<file path="src/rtl/vector_load_collector_pkg.sv">
// Shared codes and helpers for the unit-stride vector load collector.
package vector_load_collector_pkg;

  localparam logic [2:0] ONE_BYTE   = 3'd0;
  localparam logic [2:0] TWO_BYTE   = 3'd1;
  localparam logic [2:0] FOUR_BYTE  = 3'd2;
  localparam logic [2:0] EIGHT_BYTE = 3'd3;

  localparam logic [1:0] RF_NOP          = 2'd0;
  localparam logic [1:0] VECTOR_RF_WRITE = 2'd1;

  typedef enum logic [2:0] {
    S_IDLE  = 3'd0,
    S_REQ   = 3'd1,
    S_WAIT  = 3'd2,
    S_WRITE = 3'd3,
    S_DONE  = 3'd4
  } state_t;

  // log2 of the element size in bytes
  function automatic logic [1:0] elem_bytes_log2(input logic [2:0] data_type);
    case (data_type)
      ONE_BYTE:   elem_bytes_log2 = 2'd0;
      TWO_BYTE:   elem_bytes_log2 = 2'd1;
      FOUR_BYTE:  elem_bytes_log2 = 2'd2;
      EIGHT_BYTE: elem_bytes_log2 = 2'd3;
      default:    elem_bytes_log2 = 2'd0;
    endcase
  endfunction

endpackage

</file>
<file path="src/rtl/vector_load_collector_size_calc.sv">
// Converts a load command's element count and width into fetch words, clamped length and overflow.
module vlc_size_calc
  import vector_load_collector_pkg::*;
#(
  parameter int DATA_LEN         = 32,
  parameter int BYTE_SIZE        = 8,
  parameter int VECTOR_SIZE      = 8,
  parameter int ENTRY_INDEX_SIZE = 3
) (
  input  logic [2:0]                data_type,
  input  logic [DATA_LEN-1:0]       length,
  output logic [ENTRY_INDEX_SIZE:0] words,
  output logic [DATA_LEN-1:0]       clamped_length,
  output logic                      overflow
);

  localparam int WB        = $clog2(DATA_LEN / BYTE_SIZE);
  localparam int BUF_BYTES = VECTOR_SIZE * (DATA_LEN / BYTE_SIZE);

  logic [1:0]                   shift;
  logic [DATA_LEN+2:0]          bytes;
  logic [ENTRY_INDEX_SIZE+WB:0] bytes_lo;
  logic [ENTRY_INDEX_SIZE:0]    words_raw;

  assign shift    = elem_bytes_log2(data_type);
  assign bytes    = {3'b000, length} << shift;
  assign overflow = bytes > (DATA_LEN+3)'(BUF_BYTES);

  // Only the low bits matter once overflow is ruled out; partial words round up.
  assign bytes_lo  = bytes[ENTRY_INDEX_SIZE+WB:0];
  assign words_raw = bytes_lo[ENTRY_INDEX_SIZE+WB:WB] + (ENTRY_INDEX_SIZE+1)'(|bytes_lo[WB-1:0]);

  assign words          = overflow ? (ENTRY_INDEX_SIZE+1)'(VECTOR_SIZE) : words_raw;
  assign clamped_length = overflow ? DATA_LEN'(BUF_BYTES >> shift) : length;

endmodule

</file>
<file path="src/rtl/vector_load_collector.sv">
// Fetches the words of one unit-stride vector load and issues a single masked register-file write.
module vector_load_collector
  import vector_load_collector_pkg::*;
#(
  parameter int ADDR_WIDTH       = 17,
  parameter int DATA_LEN         = 32,
  parameter int BYTE_SIZE        = 8,
  parameter int VECTOR_SIZE      = 8,
  parameter int ENTRY_INDEX_SIZE = 3
) (
  input  logic                            clk,
  input  logic                            rst,
  input  logic                            rdy_in,
  input  logic                            start,
  input  logic [ADDR_WIDTH-1:0]           base_addr,
  input  logic [DATA_LEN-1:0]             length,
  input  logic [2:0]                      data_type,
  input  logic [4:0]                      rd,
  input  logic                            vm,
  input  logic [VECTOR_SIZE*DATA_LEN-1:0] mask,
  output logic                            mem_req,
  output logic [ADDR_WIDTH-1:0]           mem_addr,
  input  logic                            mem_rsp_valid,
  input  logic [DATA_LEN-1:0]             mem_rsp_data,
  output logic [1:0]                      rf_signal,
  output logic [4:0]                      rf_rd,
  output logic                            rf_vm,
  output logic [VECTOR_SIZE*DATA_LEN-1:0] rf_mask,
  output logic [DATA_LEN-1:0]             rf_length,
  output logic [2:0]                      rf_data_type,
  output logic [VECTOR_SIZE*DATA_LEN-1:0] rf_data,
  output logic                            write_back_enabled,
  output logic                            busy,
  output logic                            done,
  output logic                            err,
  output logic [2:0]                      fsm_state
);

  // Memory handshake: mem_req is a one-cycle request with at most one outstanding;
  // the matching word is accepted only in WAIT on a cycle where mem_rsp_valid and rdy_in are high.
  localparam int WB = $clog2(DATA_LEN / BYTE_SIZE);
  localparam logic [ENTRY_INDEX_SIZE:0] K_ONE = (ENTRY_INDEX_SIZE+1)'(1);

  state_t                            state_q, state_d;
  logic [ENTRY_INDEX_SIZE:0]         k_q, words_q;
  logic [ADDR_WIDTH-1:0]             base_q;
  logic [VECTOR_SIZE*DATA_LEN-1:0]   buf_q, mask_q;
  logic [DATA_LEN-1:0]               len_q;
  logic [4:0]                        rd_q;
  logic [2:0]                        dtype_q;
  logic                              vm_q, err_q;

  logic [ENTRY_INDEX_SIZE:0] words;
  logic [DATA_LEN-1:0]       clamped_length;
  logic                      overflow, misaligned;

  vlc_size_calc #(
    .DATA_LEN        (DATA_LEN),
    .BYTE_SIZE       (BYTE_SIZE),
    .VECTOR_SIZE     (VECTOR_SIZE),
    .ENTRY_INDEX_SIZE(ENTRY_INDEX_SIZE)
  ) u_size_calc (
    .data_type     (data_type),
    .length        (length),
    .words         (words),
    .clamped_length(clamped_length),
    .overflow      (overflow)
  );

  assign misaligned = |base_addr[WB-1:0];

  always_ff @(posedge clk or negedge rst) begin
    if (!rst)        state_q <= S_IDLE;
    else if (rdy_in) state_q <= state_d;
  end

  always_comb begin
    state_d = state_q;
    case (state_q)
      S_IDLE:  if (start) state_d = (length == '0 || misaligned) ? S_DONE : S_REQ;
      S_REQ:   state_d = S_WAIT;
      S_WAIT:  if (mem_rsp_valid) state_d = (k_q + K_ONE == words_q) ? S_WRITE : S_REQ;
      S_WRITE: state_d = S_DONE;
      S_DONE:  state_d = S_IDLE;
      default: state_d = S_IDLE;
    endcase
  end

  always_ff @(posedge clk or negedge rst) begin
    if (!rst) begin
      base_q  <= '0;
      rd_q    <= '0;
      vm_q    <= 1'b0;
      mask_q  <= '0;
      dtype_q <= '0;
      len_q   <= '0;
      words_q <= '0;
      err_q   <= 1'b0;
      buf_q   <= '0;
      k_q     <= '0;
    end else if (rdy_in) begin
      case (state_q)
        S_IDLE: if (start) begin
          base_q  <= base_addr;
          rd_q    <= rd;
          vm_q    <= vm;
          mask_q  <= mask;
          dtype_q <= data_type;
          len_q   <= clamped_length;
          words_q <= words;
          err_q   <= misaligned | overflow;
          buf_q   <= '0;
          k_q     <= '0;
        end
        // Word k lands in slot k, giving the little-endian element packing directly.
        S_WAIT: if (mem_rsp_valid) begin
          buf_q[k_q[ENTRY_INDEX_SIZE-1:0]*DATA_LEN +: DATA_LEN] <= mem_rsp_data;
          k_q <= k_q + K_ONE;
        end
        default: ;
      endcase
    end
  end

  assign mem_req            = (state_q == S_REQ);
  assign mem_addr           = mem_req ? base_q + (ADDR_WIDTH'(k_q) << WB) : '0;
  assign write_back_enabled = (state_q == S_WRITE);
  assign rf_signal          = write_back_enabled ? VECTOR_RF_WRITE : RF_NOP;
  assign busy               = (state_q != S_IDLE);
  assign done               = (state_q == S_DONE);
  assign err                = err_q;
  assign rf_rd              = rd_q;
  assign rf_vm              = vm_q;
  assign rf_mask            = mask_q;
  assign rf_length          = len_q;
  assign rf_data_type       = dtype_q;
  assign rf_data            = buf_q;
  assign fsm_state          = state_q;

endmodule

</file>
<file path="config.mk">
export PLATFORM = sky130hd
export DESIGN_NAME = vector_load_collector
export DESIGN_NICKNAME = d
export VERILOG_FILES = /design/src/rtl/vector_load_collector_pkg.sv /design/src/rtl/vector_load_collector_size_calc.sv /design/src/rtl/vector_load_collector.sv
export SDC_FILE = /design/constraint.sdc
export NUM_CORES = 1
export LEC_CHECK = 0
export CAP_MARGIN = 15
export CORE_AREA = 2 2 365 367
export CTS_BUF_LIST = sky130_fd_sc_hd__clkbuf_4
export DETAILED_ROUTE_END_ITERATION = 16
export DIE_AREA = 0 0 367 369
export GPL_TIMING_DRIVEN = 0
export SETUP_SLACK_MARGIN = 0.02
export SLEW_MARGIN = 0
export SYNTH_ARGS = -nofsm -noshare
export SYNTH_HDL_FRONTEND = slang
export SYNTH_HIERARCHICAL = 1
export SYNTH_SLANG_ARGS = --single-unit
export TNS_END_PERCENT = 5
</file>
<file path="constraint.sdc">
create_clock -name clk -period 7.3 [get_ports clk]
set_input_delay 1.46 -clock clk [delete_from_list [all_inputs] [get_ports clk]]
set_output_delay 1.46 -clock clk [all_outputs]
set_load 0.01 [all_outputs]
</file>
==> results.cfg, run 1 <==
[clock_tree]
htree_num_levels = 4
cts_root_buf = clkbuf_4
tritoncts = built
cts_hold_buf = 0
clockBufferDepth = 3
post-cts-setup-buffers = 0
numCtsBuffers = 168
clk_pin_slew_ns = 0.06
ctsResizeCount = 0
insertion_delay_ns = 1.12
cts_sinks = 582

[detailed_routing]
drtAntennaViolNets = 0
routed_wl_um = 120000
via_per_inst = 4.13
first_iter_violations = 1500
firstDrtPassIters = 5
wl_per_cell_um = 22.7
drc = 0
num_vias = 21868

[sta]
final.setup.tns_ns = 0
finalHoldViolations = 0
timing.clock.skew_ns = 0.0695
slew_headroom_pct = 32.8
slew_viol_final = 0
setup_viol = 0
fin_crit_ns = 6.15
rsz0062_at_grt = no
period_share_pct = 84.3
tightestPinTransition_ns = 1.01
timing.fmax_mhz = 162

[layout]
fill_cells = 13926
syn_to_final_growth_pct = 58.7
drive_above_1_share_pct = 11.5
final_common_cell = nand2_1
fin_area_mm2 = 0.0370
fin_nets = 3774
final_cell_mix = nand2_1 (962), clkdlybuf4s50_1 (896), dfrtp_1 (582), clkbuf_4 (244), a22o_1 (224)

[synth]
syn_inst = 2307
yosys_warnings = 6
syn_area_mm2 = 0.0233
synth_seq_cells = 582
ys_seq_area_share_pct = 62.4
synth_area_leaders = dfrtp_1 (62%), nand2_1 (15%), a22o_1 (8.4%), buf_2 (1.4%), o21ai_0 (1.2%)
synth_ff_type = dfrtp_1
synthDistinctLibCells = 66
synth_edf_count = 0
synth_top_cell_by_area = dfrtp_1
async_flop_share_pct = 100
netlist.area_leader.share_pct = 62.4
syn_avg_cell_area_um2 = 10.1

[global_routing]
antenna_found_initial = 27
gr-total-overflow = 0
grt_first_pass_wirelength_um = 167000
grtUsageTotal_pct = 17.2
grt_max_degree = 110
grt_pass1_vias = 21835

[die]
num_io_pins = 931
start_util_pct = 17.8
core_region_area_mm2 = 0.131
rows = 133
die_height_um = 369
die_area_mm2 = 0.135
die_x_um = 367

[worst_setup_path]
crit_type = reg -> out
cp.required_ns = 5.84
critPathSlowestCell = dfrtp_1
r2r_cells = 9
critPathArrivalTime_ns = 4.69
path_max_fanout = 10
cp.depth = 7
end_kind = primary output
critPathBufInv = 2
slowest_delay_ns = 0.84
crit_family = buffers and inverters
crit_chain = inv_1 > fa_1 > nand2b_1 > a211o_1 > or3_1 > a21oi_1 > clkdlybuf4s50_1
worst_setup_path_start_kind = flip-flop

[power_and_ir_drop]
powerDensity_mw_per_mm2 = 342
p_leak_nw = 17.2
ir_drop_v = 0.000182

[place]
io_buffers = 897
place_area_mm2 = 0.0348
dp_hpwl_um = 96600
finalWeightedCongestion = 0.931

[hold_path]
hold_class = in -> async

[flow_run]
cap_violations = 0

[outcome]
outcome = finished, final reports clean
-- state kept, by name, indices dropped and copies added, names as in the netlist --
signal and count:
rf_length 32, rf_data_type 3, rf_vm 1, rf_rd 5, k_q 4, base_q 17, rf_mask 256, fsm_state 3
words_q 4, err 1, rf_data 256
-- synth_stat cells, types with 10 or more instances --
cell type  count
nand4_1       37
buf_4         30
nor4_1        15
and2_1        10
a22o_1       224
clkbuf_1      65
o21ai_0       54
inv_1         51
a21oi_1       12
ha_1          13
nor2_1        27
dfrtp_1      582
buf_2         63
nand2_1      962
buf_1         33
-- power by group --
group	total, mW	internal [mW]	switching, mW
logic	4.74	2.16	2.58
clock network	3.21	1.65	1.56
registers	4.70	4.12	0.584
total	12.7	7.92	4.73
-- layout make-up --
| type | instances | area, um2 | area share (%) |
|---|---|---|---|
| Multi-Input combinational cell | 1502 | 7700 | 20.8 |
| Inverter | 52 | 195 | 0.527 |
| Sequential cell | 582 | 14600 | 39.4 |
| Clock buffer | 243 | 1820 | 4.93 |
| Buffer | 196 | 960 | 2.59 |
| Tap cell | 1755 | 2200 | 5.93 |
| Antenna cell | 12 | 30.0 | 0.0811 |
| Clock inverter | 46 | 345 | 0.933 |
| Timing Repair Buffer | 907 | 9190 | 24.8 |
-- worst paths after layout --
| kind | endpoint | slack [ns] | from |
|---|---|---|---|
| max | mem_addr[16] | 1.15 | k_q[1]$_DFFE_PN0P_ |
| min | rf_mask[26]$_DFFE_PN0P_ | 0.32 | rst |
| max reg2reg | rf_data[131]$_DFFE_PN0P_ | 3.30 | k_q[1]$_DFFE_PN0P_ |
| min reg2reg | rf_rd[2]$_DFFE_PN0P_ | 0.47 | rf_rd[2]$_DFFE_PN0P_ |
| max in group asynchronous | rf_data[95]$_DFFE_PN0P_ | 4.83 | rst |
| min in group clk | rf_rd[2]$_DFFE_PN0P_ | 0.47 | rf_rd[2]$_DFFE_PN0P_ |
-- stage by stage --
stage | std cells | worst slack (ns) | utilization, % | power, mW | hold slack [ns]
floorplan | 2332 | 3.69 | - | 6.34 | 0.438
global route | 5292 | 0.576 | 28.2 | 13.4 | 0.198
global placement | 4984 | -22.79 | 26.4 | 9.49 | 0.453
detailed placement | 4993 | 2.04 | 26.5 | 9.55 | 0.461
finish | 5295 | 1.15 | 28.2 | 12.7 | 0.318
CTS | 5282 | 0.783 | 28.2 | 12.8 | 0.153
-- logic make-up after synthesis --
| kind of cell | synth area share (%) |
|---|---|
| flops | 62.4 |
| fa+ha+maj | 0.783 |
| simple gates | 19.6 |
| other cells | 0.0322 |
| compound gates | 11.0 |
| mux | 0.638 |
| xor+xnor | 0.553 |
| buf+inv | 4.95 |
-- layer usage --
layer  part of all wire (%)  vias to the layer above  track usage (%)
met5                   0.17                        -                0
met4                    3.0                       30             6.02
met3                    8.0                      215             5.66
met2                     48                      965             28.8
met1                     40                    10742             20.7
li1                       -                     9916                -
Power figures use the tool's default switching activity.
==> run 2, diff against run 1 <==
==> constraint.sdc (replaced) <==
create_clock -name clk -period 6.1 [get_ports clk]
set_input_delay 1.22 -clock clk [delete_from_list [all_inputs] [get_ports clk]]
set_output_delay 1.22 -clock clk [all_outputs]
set_load 0.01 [all_outputs]
==> run 2 against run 1 <==
Register-to-register slack got worse by 0.83 ns. Sequential cell count did not move. Count of clock-buffer cells in the layout did not move. Total power rose by 20%. First-iteration DRC count fell by 0.60%. Critical path depth rose by 1. Sequential share of layout area barely moved. Cell area barely moved. Die area did not move. Critical endpoint unchanged. Largest power group unchanged. Highest routed layer unchanged.
==> results.cfg, run 2 (synthesized netlist as in run 1, its figures left out) <==
[place]
dp_hpwl_um = 96600
place_area_mm2 = 0.0348
io_buffers = 897
finalWeightedCongestion = 0.931
placed_cells = 4993

[worst_setup_path]
end_kind = primary output
critPathArrivalTime_ns = 4.35
crit_chain = ha_1 > inv_1 > fa_1 > nand2b_1 > a211o_1 > or3_1 > a21oi_1 > clkdlybuf4s50_1
slowest_delay_ns = 0.70
critPathSlowestCell = dfrtp_1
cp.required_ns = 4.88
crit_type = reg -> out
worst_setup_path_start_kind = flip-flop
path_max_fanout = 7

[detailed_routing]
wl_per_cell_um = 22.7
num_vias = 21860
drc = 0
first_iter_violations = 1491
routed_wl_um = 120000
drtAntennaViolNets = 0
via_per_inst = 4.13
firstDrtPassIters = 5

[global_routing]
antenna_found_initial = 27
grt_pass1_vias = 21835
grt_max_degree = 110
grt_first_pass_wirelength_um = 167000
grtUsageTotal_pct = 17.2
gr-total-overflow = 0

[layout]
final_cells = 5296
fin_nets = 3775
final_cell_mix = nand2_1 (962), clkdlybuf4s50_1 (896), dfrtp_1 (581), clkbuf_4 (244), a22o_1 (224)
final_common_cell = nand2_1
syn_to_final_growth_pct = 58.7
drive_above_1_share_pct = 11.5
fin_area_mm2 = 0.0370

[clock_tree]
tritoncts = built
numCtsBuffers = 168
clk_pin_slew_ns = 0.06
clockBufferDepth = 3
post-cts-setup-buffers = 0
cts_sinks = 582
htree_num_levels = 4
insertion_delay_ns = 1.12
cts_root_buf = clkbuf_4

[outcome]
outcome = finished, final reports clean

[die]
num_io_pins = 931
start_util_pct = 17.8
die_height_um = 369
core_region_area_mm2 = 0.131
rows = 133
die_area_mm2 = 0.135
die_x_um = 367

[sta]
slew_headroom_pct = 31.8
hold_ws_ns = 0.472
final.setup.tns_ns = 0
tightestPinTransition_ns = 1.02
timing.fmax_mhz = 180
setup_viol = 0
rsz0062_at_grt = no
fin_crit_ns = 5.57
period_share_pct = 91.3
slew_viol_final = 0
finalHoldViolations = 0
timing.clock.skew_ns = 0.0672

[flow_run]
cap_violations = 0

[power_and_ir_drop]
powerDensity_mw_per_mm2 = 409
p_leak_nw = 17.2
ir_drop_v = 0.000215

[hold_path]
hold_class = reg -> reg
==> run 2: cell count changes in the layout (fill, tap and decap cells not counted) <==
cell           previous run  this run
dfrtp_1                 582       581
dlygate4sd3_1             0         1
dfrtp_2                   0         1
==> run 2: worst max-delay path: cells and delay by family, from the launching register on <==
kind / cells / cell delay, ns
DFF: 1 / 0.70
adders and majority gates: 2 / 0.70
buffers and inverters: 2 / 0.69
and+or+nand+nor: 2 / 0.64
AOI/OAI and AO/OA: 2 / 0.50
==> run 2: cell type report <==
type / count / area [um2]
Tap cell: 1755 / 2200
Buffer: 196 / 960
Sequential cell: 582 / 14600
Antenna cell: 12 / 30.0
Inverter: 52 / 195
Timing Repair Buffer: 908 / 9200
Clock buffer: 243 / 1820
Fill cell: 13923 / 94100
Multi-Input combinational cell: 1502 / 7700
Clock inverter: 46 / 345
==> run 2: power by group <==
group	internal (mW)	switching [mW]	leakage, nW
Clock	1.97	1.87	1.28
Sequential	4.93	0.696	7.64
Combinational	2.59	3.09	8.26
Total	9.48	5.65	17.2
==> run 2: through the flow <==
stage          util (%)  power (mW)  worst slack [ns]
2_1_floorplan         -        7.59              2.73
3_3_place_gp       26.4        11.4            -23.75
3_5_place_dp       26.5        11.4              1.08
4_1_cts            28.2        15.4             0.204
5_1_grt            28.2        16.0           0.00751
6_report           28.2        15.1             0.532
==> run 2: worst paths after layout <==
path	from	end	slack (ns)	cells past startpoint
min	rf_rd[2]$_DFFE_PN0P_	rf_rd[2]$_DFFE_PN0P_	0.47	2
max	k_q[0]$_DFFE_PN0P_	mem_addr[16]	0.53	8
max reg2reg	k_q[1]$_DFFE_PN0P_	rf_data[217]$_DFFE_PN0P_	2.47	8
min reg2reg	rf_rd[2]$_DFFE_PN0P_	rf_rd[2]$_DFFE_PN0P_	0.47	2
min in group asynchronous	rst	rf_mask[26]$_DFFE_PN0P_	0.68	2
max in group asynchronous	rst	rf_data[95]$_DFFE_PN0P_	3.29	5
==> run 2: timing repair <==
item / 4_1_cts / 5_1_grt
resized for setup: 1 / 0
hold buffers: 1 / 0
endpoints found under the setup margin: 3 / 0
hold endpoints to repair: 69 / 0
==> run 2: metal layers <==
metal	GRT usage [%]	up-vias	share of wire (%)
met2	28.8	986	48
met1	20.7	10704	40
li1	-	9921	-
met3	5.66	219	8.1
met5	0	-	0.17
met4	6.02	30	3.0
